--- src/rtl/dequant2.sv ---
`timescale 1ns/1ps
// dequant2 -- paired-coefficient JPEG dequantizer.
//
// Multiplies each signed 16-bit quantized DCT coefficient of an incoming pair
// by its entry from an internal 8x8 quantization table (32 packed pairs). It
// then emits the two products saturated to signed 16 bits. The stream is a
// two-stage valid/ready pipeline. The table is loaded through a simple write
// port and resets to identity (every entry 1).
//
// Ports:
//   clk_i        system clock, all state on the rising edge
//   rst_ni       asynchronous active-low reset
//   clear_i      synchronous restart: pair index to 0, pipeline flushed,
//                table contents kept
//   qt_we_i      table write strobe
//   qt_addr_i    table pair index for the write
//   qt_dat_i     {q_first, q_second}, both unsigned
//   in_valid_i   input pair valid
//   in_ready_o   input pair accepted when in_valid_i && in_ready_o
//   in_dat_i     {c_first, c_second}, two's complement
//   out_valid_o  output pair valid
//   out_ready_i  downstream accepts when out_valid_o && out_ready_i
//   out_dat_o    {d_first, d_second}, two's complement, saturated
//   out_last_o   high with the pair at block index BLOCK_PAIRS-1
module dequant2 #(
    parameter int unsigned BLOCK_PAIRS = 32
) (
    input  logic        clk_i,
    input  logic        rst_ni,
    input  logic        clear_i,
    input  logic        qt_we_i,
    input  logic [4:0]  qt_addr_i,
    input  logic [31:0] qt_dat_i,
    input  logic        in_valid_i,
    output logic        in_ready_o,
    input  logic [31:0] in_dat_i,
    output logic        out_valid_o,
    input  logic        out_ready_i,
    output logic [31:0] out_dat_o,
    output logic        out_last_o
);

    localparam logic [4:0] LAST_IDX = 5'(BLOCK_PAIRS - 1);

    logic [31:0] qt [BLOCK_PAIRS];
    logic [4:0]  idx;

    logic        s1_valid;
    logic [31:0] s1_coef;
    logic [31:0] s1_q;
    logic        s1_last;

    logic        s2_load;
    logic        s1_load;
    logic        accept;
    logic [31:0] prod_dat;

    // Signed 16-bit coefficient times unsigned 16-bit table entry. The full
    // 34-bit product is clamped to the signed 16-bit range. It is in range
    // only when bits [33:15] are all equal to the sign bit.
    function automatic logic [15:0] sat_mul(input logic [15:0] c,
                                            input logic [15:0] q);
        logic signed [16:0] cs;
        logic signed [16:0] qs;
        logic signed [33:0] p;
        cs = {c[15], c};
        qs = {1'b0, q};
        p  = 34'(cs) * 34'(qs);
        if (!p[33] && (p[32:15] != '0)) begin
            return 16'h7FFF;
        end else if (p[33] && (p[32:15] != '1)) begin
            return 16'h8000;
        end else begin
            return p[15:0];
        end
    endfunction

    // S2 takes a new value whenever its current content is absent or being
    // consumed. S1 moves whenever it is empty or drains into S2.
    assign s2_load    = !out_valid_o || out_ready_i;
    assign s1_load    = !s1_valid || s2_load;
    assign in_ready_o = !clear_i && s1_load;
    assign accept     = in_valid_i && in_ready_o;

    // The table is read through a register at the accepting edge, so a
    // same-edge write to the same address is not yet visible. Reads therefore
    // see the old value (read-before-write).
    always_ff @(posedge clk_i or negedge rst_ni) begin
        if (!rst_ni) begin
            for (int unsigned i = 0; i < BLOCK_PAIRS; i++) begin
                qt[i] <= 32'h0001_0001;
            end
        end else if (qt_we_i) begin
            qt[qt_addr_i] <= qt_dat_i;
        end
    end

    always_ff @(posedge clk_i or negedge rst_ni) begin
        if (!rst_ni) begin
            idx <= '0;
        end else if (clear_i) begin
            idx <= '0;
        end else if (accept) begin
            idx <= (idx == LAST_IDX) ? '0 : idx + 5'd1;
        end
    end

    always_ff @(posedge clk_i or negedge rst_ni) begin
        if (!rst_ni) begin
            s1_valid <= 1'b0;
            s1_coef  <= '0;
            s1_q     <= '0;
            s1_last  <= 1'b0;
        end else if (clear_i) begin
            s1_valid <= 1'b0;
        end else if (s1_load) begin
            s1_valid <= accept;
            if (accept) begin
                s1_coef <= in_dat_i;
                s1_q    <= qt[idx];
                s1_last <= (idx == LAST_IDX);
            end
        end
    end

    always_comb begin
        prod_dat = {sat_mul(s1_coef[31:16], s1_q[31:16]),
                    sat_mul(s1_coef[15:0],  s1_q[15:0])};
    end

    always_ff @(posedge clk_i or negedge rst_ni) begin
        if (!rst_ni) begin
            out_valid_o <= 1'b0;
            out_dat_o   <= '0;
            out_last_o  <= 1'b0;
        end else if (clear_i) begin
            out_valid_o <= 1'b0;
        end else if (s2_load) begin
            out_valid_o <= s1_valid;
            if (s1_valid) begin
                out_dat_o  <= prod_dat;
                out_last_o <= s1_last;
            end
        end
    end

endmodule
--- config.mk ---
export PLATFORM = sky130hd
export DESIGN_NAME = dequant2
export DESIGN_NICKNAME = d
export VERILOG_FILES = /design/src/rtl/dequant2.sv
export SDC_FILE = /design/constraint.sdc
export NUM_CORES = 2
export LEC_CHECK = 0
export ABC_AREA = 1
export ABC_CLOCK_PERIOD_IN_PS = 11300
export BUFFER_PORTS_ARGS = -buffer_cell sky130_fd_sc_hd__buf_2
export CORE_ASPECT_RATIO = 0.6
export CORE_MARGIN = 3
export CORE_UTILIZATION = 35
export CTS_CLUSTER_DIAMETER = 40
export DETAILED_ROUTE_END_ITERATION = 7
export PLACE_DENSITY = 0.46
export RECOVER_POWER = 50
export SLEW_MARGIN = 20
export SYNTH_ARGS = -nofsm -noshare
export SYNTH_HDL_FRONTEND = slang
export SYNTH_SLANG_ARGS = --single-unit
--- constraint.sdc ---
create_clock -name clk_i -period 11.3 [get_ports clk_i]
set_input_delay 0 -clock clk_i [delete_from_list [all_inputs] [get_ports clk_i]]
set_output_delay 0 -clock clk_i [all_outputs]
set_load 0.01 [all_outputs]
# Yosys cells after proc, flatten, opt, wreduce, memory -nomap -nowiden
# Cells that the tools add are included.
[classes]
addsub = 1
n_mul = 2
n_lt_le_gt_ge = 3
n_eq_ne = 3
mux = 17
bitwise_logic = 3
reduce_logical = 21
[ops]
columns = ["operator", "n"]
rows = [
  ["1024-bit bitwise mux", 1],
  ["32-bit binary-select mux with 5-bit select", 1],
  ["32-bit demux with 5-bit select", 1],
  ["32-bit two-way mux", 3],
  ["16-bit by 17-bit multiplier with 33-bit output", 2],
  ["16-bit two-way mux", 4],
  ["18-bit inequality test, second input constant", 2],
  ["18-bit nonzero test", 2],
  ["5-bit two-way mux", 3],
  ["6-bit greater-or-equal comparator, second input constant", 2],
  ["5-bit inverter with 6-bit output", 2],
  ["1-bit logical AND", 7],
  ["6-bit by 1-bit < comparator with 1-bit output, second input constant", 1],
  ["3-bit AND reduction", 2],
  ["2-bit nonzero test", 3],
  ["5-bit by 1-bit adder with 5-bit output, second input constant", 1],
  ["5-bit equality test, second input constant", 1],
  ["1-bit zero test", 5],
  ["1-bit two-way mux", 4],
  ["1-bit logical OR", 2],
  ["1-bit inverter", 1],
]
[totals]
reg_bits = 1129
inputBits = 75

# Longest topological paths before layout
[logic_depth]
depth_word = 7
mapped_depth = 37

# Worst setup path before layout
# OpenSTA, ideal clock, no wires.
[synth_timing]
path_kind = "reg-to-reg"
start = "register s1_coef[17]"
end = "register out_dat_o[21]"
setup_ns = 0.120
t_arrival_ns = 5.796
required_ns = 11.180
path_slack_ns = 5.384
stages_incl_launch_ff = 29
path_buffers = 3
path_cell_list = "dfrtp_1 -> clkbuf_1 -> clkbuf_1 -> nand2_1 -> fa_1 -> fa_1 -> inv_1 -> fa_1 -> fa_1 -> fa_1 -> inv_1 -> fa_1 -> inv_1 -> ha_1 -> nand2_2 -> inv_1 -> a21oi_2 -> nor2_1 -> nor2_1 -> nand2_2 -> nand2_1 -> nand2_1 -> nor2_1 -> nand3_1 -> nor2_2 -> nand3_2 -> a21oi_4 -> buf_8 -> a21oi_2"
[synth_via]
elab_chain_len = 5
word_cells_on_any_way = 8
[synth_rtl]
columns = ["item", "line_no", "source"]
rows = [
  ["start, declared", "49", "logic [31:0] s1_coef;"],
  ["start signal, assigned", "119", "s1_coef <= in_dat_i;"],
  ["16-bit by 17-bit multiplier with 33-bit output *", "68", "p = 34'(cs) * 34'(qs);"],
  ["18-bit inequality test", "71", "end else if (p[33] && (p[32:15] != '1)) begin"],
  ["1-bit logical AND", "71", ""],
  ["16-bit two-way mux", "71", ""],
  ["16-bit two-way mux *", "69", "if (!p[33] && (p[32:15] != '0)) begin"],
  ["end signal, assigned", "141", "out_dat_o <= prod_dat;"],
  ["end, declared", "39", "output logic [31:0] out_dat_o,"],
]
# Mark *: on every way between the ends. The rest lies on a longest branch, timed or not.
# A chain may end at the register's enable or synchronous reset.

# Worst setup path after layout
[layout_timing]
start = "register s1_q[16]"
end = "register out_dat_o[17]"
[layout_via]
elab_chain_len = 5
word_cells_on_any_way = 8
[layout_rtl]
columns = ["item", "line_no", "source"]
rows = [
  ["start, declared", "50", "logic [31:0] s1_q;"],
  ["start signal, assigned", "120", "s1_q <= qt[idx];"],
  ["16-bit by 17-bit multiplier with 33-bit output *", "68", ""],
  ["18-bit inequality test", "71", ""],
  ["1-bit logical AND", "71", ""],
  ["16-bit two-way mux", "71", ""],
  ["16-bit two-way mux *", "69", ""],
]
# Marks and branches as above.

==> results.md <==
- Status: complete, but fails checks
- Failing checks: max-capacitance violations, max-slew violations
- Final Wtd Congestion: 0.889
- Most used DFF post-synth: dfrtp_1
- Hpwl dp: 144000 microns
- Worst Path Buf+Inv: 5
- Clk slew on worst S/H paths: 0.05 ns
- Sink Count: 1129
- Hold depth: 4
- Longest Clk Path Bufs: 4
- Ys async rst share: 100%
- CTS root buf: clkbuf_16
- Hold EP: s1_coef[20]$_DFFE_PN0P_
- Fmax achieved: 136 MHz
- Vias per cell: 5.20
- Most used cell, CP: fa_1
- Synthesized Nets: between 9000 and 10000
- DR vias: 57800
- First-pass GRT wire length: 367000 microns
- Area growth syn-to-layout: 11.3%
- Post-Synthesis Cells: 8648
- DRC: 0
- Max-Cap Viols: 27
- TritonCTS clock tree: built
- Slew @ Worst Pin: 5.11 ns
- # rows: 125
- WP data arrival: 7.98 ns
- Crit end category: flop
- Final Cycle Share: approximately 65%
- Final Hold Fails: 0
- Number of global-route vias before repair: between 50000 and 60000
- Routed length per placed instance: about 21 microns
- Post-CTS Repair Setup Buffers: 0
- Nets: 9122
- Final Slew Violations: 1368
- Antenna violations before repair: 7
- CP max stage cell: dfrtp_1
- Minimum clock period: ~7.4 ns
- Post-synthesis sequential area ratio: around two fifths
- Die Ht: 350 microns
- Total CTS buffers: 149
- Worst hold start: in_dat_i[20]
- Worst EP required: 11.93 ns
- #FFs+latches synth: between 1000 and 1500
- Boundary Pins: 110
- Crit path largest cell delay: 0.85 ns
- DRT Pass-1 Iters: 6
- Synth Cell Area: around 0.069 sq mm
- Grt ovf: 0
- Initial Util: between 30% and 40%
- Setup TNS: 0 ns
- Final Skew: 0.0407 ns
- Reg2Reg Setup Slack: 3.94 ns
- Largest net degree at the start of global routing: 175
- CP Launch Type: flop
- Count of cell types in the netlist: 46
- Tot GR Track Use: 23.5%
- Routed wire length: 237000 microns
- Placeable Area: just under 0.2 sq mm
- Die width: just under 600 microns
- Hold Crit Class: primary input to flop
- EDFF count, synth: 0
- Critical setup path kind: flop to flop
- Unrepaired setup endpoints after global routing: false
- CP max FO: 16
- Worst R2R Start: s1_q[16]$_DFFE_PN0P_
- Syn. warnings: 0
- Layout cells sized above 1: 6.13%
- H-tree depth: 4
- Clock Latency Late Sink: 0.80 ns
- Largest delay contributor family on the critical path: adder cells
- Routed Antenna Nets: 0
- Worst-case reg-to-reg path depth: 25
- Initial DRC Count: between 5000 and 6000
- Setup violations, final: 0
- Syn Area/Cell: 7.97 sq um
- IO buf count: 109
- Relative slew slack: -241%
- Die area: 0.202 sq mm
- Critical R2R Capture: out_dat_o[17]$_DFFE_PN0P_
[Yosys cell counts (2+ instances only)]
master	instances	area (sq um)
nand3_2	3	30.0
o32ai_1	17	149
buf_4	5	37.5
nor2_4	3	33.8
or2_1	2	12.5
buf_2	38	190
xnor2_1	10	87.6
nor4_2	2	25.0
nand3b_1	8	60.1
nand2_2	26	163
dfstp_2	64	1680
dfrtp_1	1065	26700
and2_1	4	25.0
a21oi_2	12	105
nor2_2	12	75.1
a21oi_1	210	1050
fa_1	388	7770
nor2_1	968	3630
o21ai_1	2	10.0
nor3_2	3	30.0
inv_2	9	33.8
nand3_1	91	455
nor3_1	23	115
clkinv_1	3	11.3
ha_1	246	3080
nand2_4	3	33.8
o21ai_0	1543	7720
o22ai_1	321	2010
inv_1	932	3500
nand2_1	1973	7410
xor2_1	21	184
nand4_1	13	81.3
o21bai_1	8	60.1
clkbuf_1	608	2280
[kinds of logic (layout without fill, tap and decap cells)]
logic type	count (synthesis)	count (layout)	share of synthesized area (%)
adder cells (fa/ha/maj)	634	634	15.7
flip-flops	1129	1129	41.1
other	0	4	0
AND/OR/NAND/NOR	3139	3139	17.7
buffers and inverters	1599	1472	8.86
AO/OA/AOI/OAI	2116	2116	16.2
XOR/XNOR	31	31	0.394
[how the worst max path moves through the flow]
stage / cells after the start / slack [ns] / start / endpoint
finish: 25 / 3.94 / s1_q[16]$_DFFE_PN0P_ / out_dat_o[17]$_DFFE_PN0P_
global route: 4 / 3.14 / rst_ni / idx[3]$_DFFE_PN0P_
floorplan: 28 / 5.38 / s1_coef[17]$_DFFE_PN0P_ / out_dat_o[21]$_DFFE_PN0P_
CTS: 25 / 4.02 / s1_q[16]$_DFFE_PN0P_ / out_dat_o[17]$_DFFE_PN0P_
detailed placement: 25 / 4.04 / s1_q[16]$_DFFE_PN0P_ / out_dat_o[17]$_DFFE_PN0P_
global placement: 25 / 4.05 / s1_q[16]$_DFFE_PN0P_ / out_dat_o[18]$_DFFE_PN0P_
[per-stage QoR]
step	cells	hold WS (ns)	setup slack, ns	util [%]	instance area [sq um]
2_1_floorplan	8648	-0.296	5.38	-	68900
3_5_place_dp	10800	0.106	4.04	36.5	71000
3_3_place_gp	10800	0.124	4.05	36.5	71000
4_1_cts	11100	0.0000256	4.02	39.5	76900
6_report	11100	0.0284	3.94	39.4	76700
5_1_grt	11100	0.0134	3.14	39.4	76700
[sequential cells by signal (all words and copies together), names as in the netlist]
signal	count
qt	1024
out_dat_o	32
s1_coef	32
s1_q	32
idx	5
out_last_o	1
out_valid_o	1
s1_last	1
s1_valid	1
[cells in the final DEF, fill, tap and decap left out, types with 94 or more instances in the layout]
master         synthesis  layout
o21ai_0             1543    1543
clkbuf_16              0     153
a21oi_1              210     210
o22ai_1              321     321
fa_1                 388     388
nor2_1               968     967
nand2_1             1973    1960
dfrtp_1             1065    1060
dlygate4sd3_1          0      94
inv_1                932     925
ha_1                 246     246
[per-layer routing]
layer	GRT usage, %	wire, microns
met3	3.31	14300
met2	33.4	96800
met5	0	13
met4	4.88	4870
met1	37.4	121000
[cell type report]
type	count	area (sq um)
multi-input combinational	5920	34600
tap	2603	3260
clock inverter	65	753
sequential	1129	28300
fill	20100	118000
clock buffer	194	4180
timing repair buffer	269	1960
antenna	4	10.0
inverter	944	3560
[tightest hold or removal path: stages]
cell and delay, ns:
dlygate4sd3_1 0.51, buf_2 0.11, nand2_1 0.08, nand2_1 0.07
[what timing repair did]
| item | 4_1_cts | 5_1_grt |
|---|---|---|
| resized for setup | 0 | 0 |
| hold buffers | 94 | 1 |
| hold endpoints to repair | 533 | 32 |
Power is left out: the tool's default activity adds up to more than one toggle a clock period on the data nets, which glitch-free logic cannot reach.
